==> src/rtl/cpu_control_fsm_if.sv <==
// Memory/data-bus handshake between the control sequencer (master) and the memory side (slave).
interface cpu_control_fsm_if #(
    parameter int WIDTH = 32
);
    logic             mem_req;
    logic             mem_we;
    logic             DataBus_En;
    logic             Valid;
    logic [WIDTH-1:0] data_in;

    modport master (
        output mem_req, mem_we, DataBus_En,
        input  Valid, data_in
    );

    modport slave (
        input  mem_req, mem_we, DataBus_En,
        output Valid, data_in
    );
endinterface

==> src/rtl/cpu_control_fsm.sv <==
// Multi-cycle CPU control sequencer: fetch/decode/execute/memory/writeback with a
// memory-wait watchdog and sticky halt/timeout traps.
module cpu_control_fsm #(
    parameter int WIDTH   = 32,
    parameter int TIMEOUT = 15
) (
    input  logic                  clk,
    input  logic                  reset,
    cpu_control_fsm_if.master     bus,
    output logic                  regEn,
    output logic                  increment,
    output logic                  Branch_En,
    output logic                  fetch,
    output logic                  store_en,
    output logic                  wrData,
    output logic                  wrAdd,
    output logic                  pc_load,
    output logic [5:0]            opcode,
    output logic [4:0]            oppA,
    output logic [4:0]            oppB,
    output logic [WIDTH-1:0]      literal,
    output logic                  halted,
    output logic                  timeout_err
);

    typedef enum logic [2:0] {
        S_FETCH, S_IMEM, S_DECODE, S_EXEC, S_WB, S_MEM, S_HALTED, S_TRAP
    } state_t;

    typedef struct packed {
        logic fetch;
        logic wradd;
        logic wrdata;
        logic branch;
        logic pcload;
        logic req;
        logic we;
        logic dbus;
        logic regen;
    } strobes_t;

    localparam logic [5:0] OP_HALT  = 6'h3F;
    localparam logic [3:0] WAIT_MAX = 4'(TIMEOUT - 1);

    state_t      state;
    state_t      nxt;
    strobes_t    str;
    logic [31:0] ir;
    logic [3:0]  wait_cnt;
    logic        waiting;
    logic        load_ack;

    // Moore strobes for the state being entered, so they register in step with the state.
    function automatic strobes_t strobes_for(state_t s, logic [5:0] op);
        strobes_t o;
        o = '0;
        case (s)
            S_FETCH: begin
                o.fetch = 1'b1;
                o.wradd = 1'b1;
            end
            S_IMEM:  o.req = 1'b1;
            S_EXEC: begin
                if (op != OP_HALT) begin
                    case (op[5:4])
                        2'b01:   o.wradd = 1'b1;
                        2'b10: begin
                            o.branch = 1'b1;
                            o.wradd  = 1'b1;
                            o.pcload = 1'b1;
                        end
                        default: o.wrdata = 1'b1;
                    endcase
                end
            end
            S_WB:    o.regen = 1'b1;
            S_MEM: begin
                o.req  = 1'b1;
                o.we   = op[0];
                o.dbus = op[0];
            end
            default: o = '0;
        endcase
        return o;
    endfunction

    assign waiting = (state == S_IMEM) || (state == S_MEM);

    always_comb begin
        nxt = state;
        case (state)
            // The first FETCH after reset has its strobes still cleared, so it repeats once.
            S_FETCH:  nxt = fetch ? S_IMEM : S_FETCH;
            S_IMEM: begin
                if (bus.Valid)                nxt = S_DECODE;
                else if (wait_cnt == WAIT_MAX) nxt = S_TRAP;
            end
            S_DECODE: nxt = S_EXEC;
            S_EXEC: begin
                if (opcode == OP_HALT) nxt = S_HALTED;
                else begin
                    case (opcode[5:4])
                        2'b01:   nxt = S_MEM;
                        2'b10:   nxt = S_IMEM;
                        default: nxt = S_WB;
                    endcase
                end
            end
            S_WB:     nxt = S_FETCH;
            S_MEM: begin
                if (bus.Valid)                nxt = S_FETCH;
                else if (wait_cnt == WAIT_MAX) nxt = S_TRAP;
            end
            S_HALTED: nxt = S_HALTED;
            S_TRAP:   nxt = S_TRAP;
            default:  nxt = S_FETCH;
        endcase
    end

    always_ff @(posedge clk) begin
        if (reset) begin
            state       <= S_FETCH;
            str         <= '0;
            ir          <= '0;
            wait_cnt    <= '0;
            halted      <= 1'b0;
            timeout_err <= 1'b0;
        end else begin
            state <= nxt;
            str   <= strobes_for(nxt, opcode);
            if (state == S_IMEM && bus.Valid)
                ir <= bus.data_in[31:0];
            if (nxt != state)
                wait_cnt <= '0;
            else if (waiting && !bus.Valid)
                wait_cnt <= wait_cnt + 4'd1;
            if (nxt == S_HALTED)
                halted <= 1'b1;
            if (nxt == S_TRAP)
                timeout_err <= 1'b1;
        end
    end

    // Acknowledge-qualified strobes must land in the Valid cycle itself.
    assign load_ack  = (state == S_MEM) && !opcode[0] && bus.Valid;
    assign increment = (state == S_IMEM) && bus.Valid;
    assign regEn     = str.regen | load_ack;
    assign store_en  = load_ack;

    assign fetch          = str.fetch;
    assign wrAdd          = str.wradd;
    assign wrData         = str.wrdata;
    assign Branch_En      = str.branch;
    assign pc_load        = str.pcload;
    assign bus.mem_req    = str.req;
    assign bus.mem_we     = str.we;
    assign bus.DataBus_En = str.dbus;

    assign opcode  = ir[31:26];
    assign oppA    = ir[25:21];
    assign oppB    = ir[20:16];
    assign literal = {{(WIDTH-16){ir[15]}}, ir[15:0]};

endmodule

==> src/flat_wrapper.sv <==
// flat-port wrapper written by rule: the top's interface ports become plain ports
module cpu_control_fsm_flat 
#(
    parameter int WIDTH   = 32,
    parameter int TIMEOUT = 15
)
  (clk, reset, regEn, increment, Branch_En, fetch, store_en, wrData, wrAdd, pc_load, opcode, oppA, oppB, literal, halted, timeout_err, bus_mem_req, bus_mem_we, bus_DataBus_En, bus_Valid, bus_data_in);
  cpu_control_fsm_if #(.WIDTH(WIDTH)) bus_i ();
  input  logic clk;
  input  logic reset;
  output logic regEn;
  output logic increment;
  output logic Branch_En;
  output logic fetch;
  output logic store_en;
  output logic wrData;
  output logic wrAdd;
  output logic pc_load;
  output logic [5:0] opcode;
  output logic [4:0] oppA;
  output logic [4:0] oppB;
  output logic [WIDTH-1:0] literal;
  output logic halted;
  output logic timeout_err;
  output wire logic [$bits(bus_i.mem_req)-1:0] bus_mem_req;
  output wire logic [$bits(bus_i.mem_we)-1:0] bus_mem_we;
  output wire logic [$bits(bus_i.DataBus_En)-1:0] bus_DataBus_En;
  input wire logic [$bits(bus_i.Valid)-1:0] bus_Valid;
  input wire logic [$bits(bus_i.data_in)-1:0] bus_data_in;
  assign bus_mem_req = bus_i.mem_req;
  assign bus_mem_we = bus_i.mem_we;
  assign bus_DataBus_En = bus_i.DataBus_En;
  assign bus_i.Valid = bus_Valid;
  assign bus_i.data_in = bus_data_in;
  cpu_control_fsm #(.WIDTH(WIDTH), .TIMEOUT(TIMEOUT)) u_core (.clk(clk), .reset(reset), .bus(bus_i), .regEn(regEn), .increment(increment), .Branch_En(Branch_En), .fetch(fetch), .store_en(store_en), .wrData(wrData), .wrAdd(wrAdd), .pc_load(pc_load), .opcode(opcode), .oppA(oppA), .oppB(oppB), .literal(literal), .halted(halted), .timeout_err(timeout_err));
endmodule
==> config.mk <==
export PLATFORM = sky130hd
export DESIGN_NAME = cpu_control_fsm_flat
export DESIGN_NICKNAME = d
export VERILOG_FILES = /design/src/rtl/cpu_control_fsm_if.sv /design/src/rtl/cpu_control_fsm.sv /design/src/flat_wrapper.sv
export SDC_FILE = /design/constraint.sdc
export NUM_CORES = 1
export LEC_CHECK = 0
export CORE_MARGIN = 3
export CORE_UTILIZATION = 43
export CTS_CLUSTER_SIZE = 16
export DETAILED_ROUTE_END_ITERATION = 6
export DONT_BUFFER_PORTS = 1
export PLACE_DENSITY_LB_ADDON = 0.15
export SLEW_MARGIN = 10
export SYNTH_ARGS = -nofsm -noshare
export SYNTH_HDL_FRONTEND = slang
export SYNTH_SLANG_ARGS = --single-unit
==> constraint.sdc <==
create_clock -name clk -period 2.1 [get_ports clk]
set_input_delay 0.42 -clock clk [delete_from_list [all_inputs] [get_ports clk]]
set_output_delay 0.42 -clock clk [all_outputs]
set_load 0.005 [all_outputs]
==> impl_results.md <==
* NumNets Final at between 200 and 300
* Synth top area share at a little under half
* Worst-path cell chain: nand3b_2, nor3b_1, or2_2
* DIE HEIGHT at between 70 and 80 um
* Syn nets at a little under 300
* Distinct cell type count of the synthesized netlist at 45
* Area of the core at around 0.0045 sq mm
* Met2 usage at 22.3%
* GP Congestion at approximately 0.82
* Initial antenna violation count at 0
* Die width at around 76 um
* Share of cells above drive strength 1 at 8.73%
* Seq/Total Area, Yosys at 45.6%
* Total GRT Usage at ~15%
* Cell count after synthesis at 250
* Fmax at slightly above 0.5 GHz
* Slowest-stage cell, CP: dfxtp_1
* Global-route wire length before repair at between 6000 and 7000 um
* Clk sink count at 48
* Async S/R FF share, synth at 0%
* Pre-CTS setup slack at around 0.4 ns
* Post-synthesis cell area at between 0.002 and 0.0025 sq mm
* Clk_skew at around 0.0096 ns
* Root Buffer Master: clkbuf_8
* Bufs and invs on worst path at 0
* Post-synth EDFFs at 0
* Ports at 96
* Leak pwr at ~0.72 nW
* Commonest non-fill, non-tap cell in the layout: nand2_1
* Vias per inst at between 5 and 6
* Int Power at ~1.5 mW
* HP Start: reset
* HPWL after DPL at roughly 3000 um
* Post-CTS Setup Bufs at 0
* Clk Latency, worst-skew pair at around 0.3 ns
* DR vias at roughly 1.5k
* I/O Buffers at 0
* Worst slew margin at 62.9%
* H-tree depth at 2
* Maximum vdd drop at approximately 0.0004 V
* Worst-path fanout max at 12
* WL final at about 4300 um
* Synth top area cells: dfxtp_1, nand2_1, a21oi_1
* Number of synthesis warnings at 0
* Crit share post-route at just over 90%
* Cts hold-fix bufs at 0
* Outcome: finished clean
* Drt drc at 0
* Primary FF master, synth: dfxtp_1
* DR iter-0 viols at 48
* Layout area overhead at -0.475%
* Setup ws final at about 0.16 ns
* Minimum clock period at 1.94 ns
* Measured slew at the worst slew-check pin at between 0.5 and 0.6 ns
* Worst path arrival time at 1.52 ns
* 1st-pass router iterations at 4
* Worst Setup SP: u_core.state[1]
* Mapped Avg Cell Area at about 8.4 sq um
* Num rows at 24
* Hold Violations, Final at 0
* Synth area leader: dfxtp_1
* CTS resizes at 0
* Met1 global-route usage at between 10% and 20%
* CTS tree: done
* Hold WC Path Type: primary input to flop
* Worst R2R Start: u_core.ir[30]
* Gr ovfl total at 0
* Slew Limit Fails at 0
* RSZ-0062 raised after global routing: no
* GRT busiest layer: met2
* Logic gate share of total power at roughly 16%
* Worst EP required at ~1.7 ns
* Top delay family on crit path: simple AND/OR/NAND/NOR gates
* Yosys reg bits at 48
* WS Path Type: flop to output port
* N_diodes at 0
* DRT antenna net count at 0
* Die area at about 0.0058 sq mm
* Biggest cell delay along the critical path at ~0.43 ns
* CTS clk-pin slew, worst paths at 0.10 ns
* Switching Fraction at approximately 29%
* Clock power frac at about a third
* Final setup violation count at 0
* CP endpoint kind: output port
* Initial core utilization at between 40% and 50%
* Pwr dens at between 900 and 1000 mW/mm^2
* Vias in the first global route at 1380
* Cts bufs inserted at 5
* Met3 Use GR at under 10%
* Switch Pwr at 601 uW
* Sequential Power Share at ~52%
* Setup_tns at 0 ns
* Number of max-cap violations at 0
* Pin count of the biggest net entering global routing at 40
* Clock buffer depth at 2
* DR WL/cell at 14.5 um
* Startpoint Class: flop
* Most frequent cells in the layout: nand2_1, dfxtp_1, a21oi_1, inv_1, nor3_1
-- cells by family (layout without fill, tap and decap cells) --
logic type / after synthesis / count (layout) / synth area share, %
xor+xnor: 3 / 3 / 1.25
fa+ha+maj: 5 / 5 / 2.97
flops: 48 / 48 / 45.6
compound gates: 49 / 49 / 13.9
simple gates: 105 / 105 / 24.0
buf+inv: 40 / 19 / 12.4
-- layout make-up --
type                       instances  area (sq um)
tap                               65          81.3
multi-input combinational        162           887
inverter                           9          38.8
fill                             464          2430
clock buffer                       5          68.8
timing repair buffer               2          15.0
sequential                        48           961
clock inverter                     3          47.5
-- registers in the layout, summed over array words and instances (netlist names) --
| signal | count |
|---|---|
| u_core.timeout_err | 1 |
| u_core.wait_cnt | 4 |
| u_core.wrData | 1 |
| u_core.str | 1 |
| u_core.halted | 1 |
| u_core.fetch | 1 |
| u_core.wrAdd | 1 |
| u_core.ir | 32 |
| u_core.Branch_En | 1 |
| u_core.bus.mem_we | 1 |
| u_core.bus.mem_req | 1 |
| u_core.state | 3 |
-- worst paths after layout --
check                  end  slack, ns  cells past startpoint
max                  regEn       0.16                      3
min           u_core.ir[6]       0.18                      1
max reg2reg  u_core.wrData       0.35                      6
min reg2reg  u_core.ir[15]       0.45                      2
-- synth_stat cells (3+ instances only) --
| library cell | n |
|---|---|
| a21oi_1 | 34 |
| buf_2 | 4 |
| buf_4 | 19 |
| buf_6 | 4 |
| clkbuf_1 | 4 |
| dfxtp_1 | 48 |
| ha_1 | 5 |
| inv_1 | 8 |
| nand2_1 | 70 |
| nand3_1 | 3 |
| nand3b_1 | 3 |
| nor2_1 | 3 |
| nor3_1 | 7 |
-- power groups by stage --
stage                     Clock (mW)  Sequential (mW)  Combinational [mW]
after global routing           0.739             1.09               0.384
final                          0.672             1.08               0.336
after floorplan                    0             1.07               0.367
after detailed placement           0             1.10               0.341
after global placement             0             1.10               0.340
after CTS                      0.700             1.08               0.341
-- worst reg2reg max path, delay by kind of cell, from the launching register on --
family	cells	cell delay [ns]
and+or+nand+nor	3	0.53
DFF	1	0.40
adders and majority gates	1	0.36
AOI/OAI and AO/OA	1	0.28
buffers and inverters	1	0.09
-- per-layer routing --
metal  vias to the layer above  share of wire (%)
li1                        770                  -
met1                       677                 45
met2                        58                 45
met3                         6                9.4
met4                         0               0.89
met5                         -                  0
-- through the flow --
step	instance area [sq um]	hold slack, ns	util (%)	cells	power, mW
after detailed placement	1980	0.442	43.7	286	1.44
final	2100	0.178	46.3	294	2.09
after floorplan	2110	0.453	-	250	1.44
after CTS	2100	0.164	46.3	294	2.12
after global routing	2100	0.155	46.3	294	2.22
after global placement	1980	0.437	43.7	286	1.44
No activity file was read; power rests on OpenSTA's default activity.
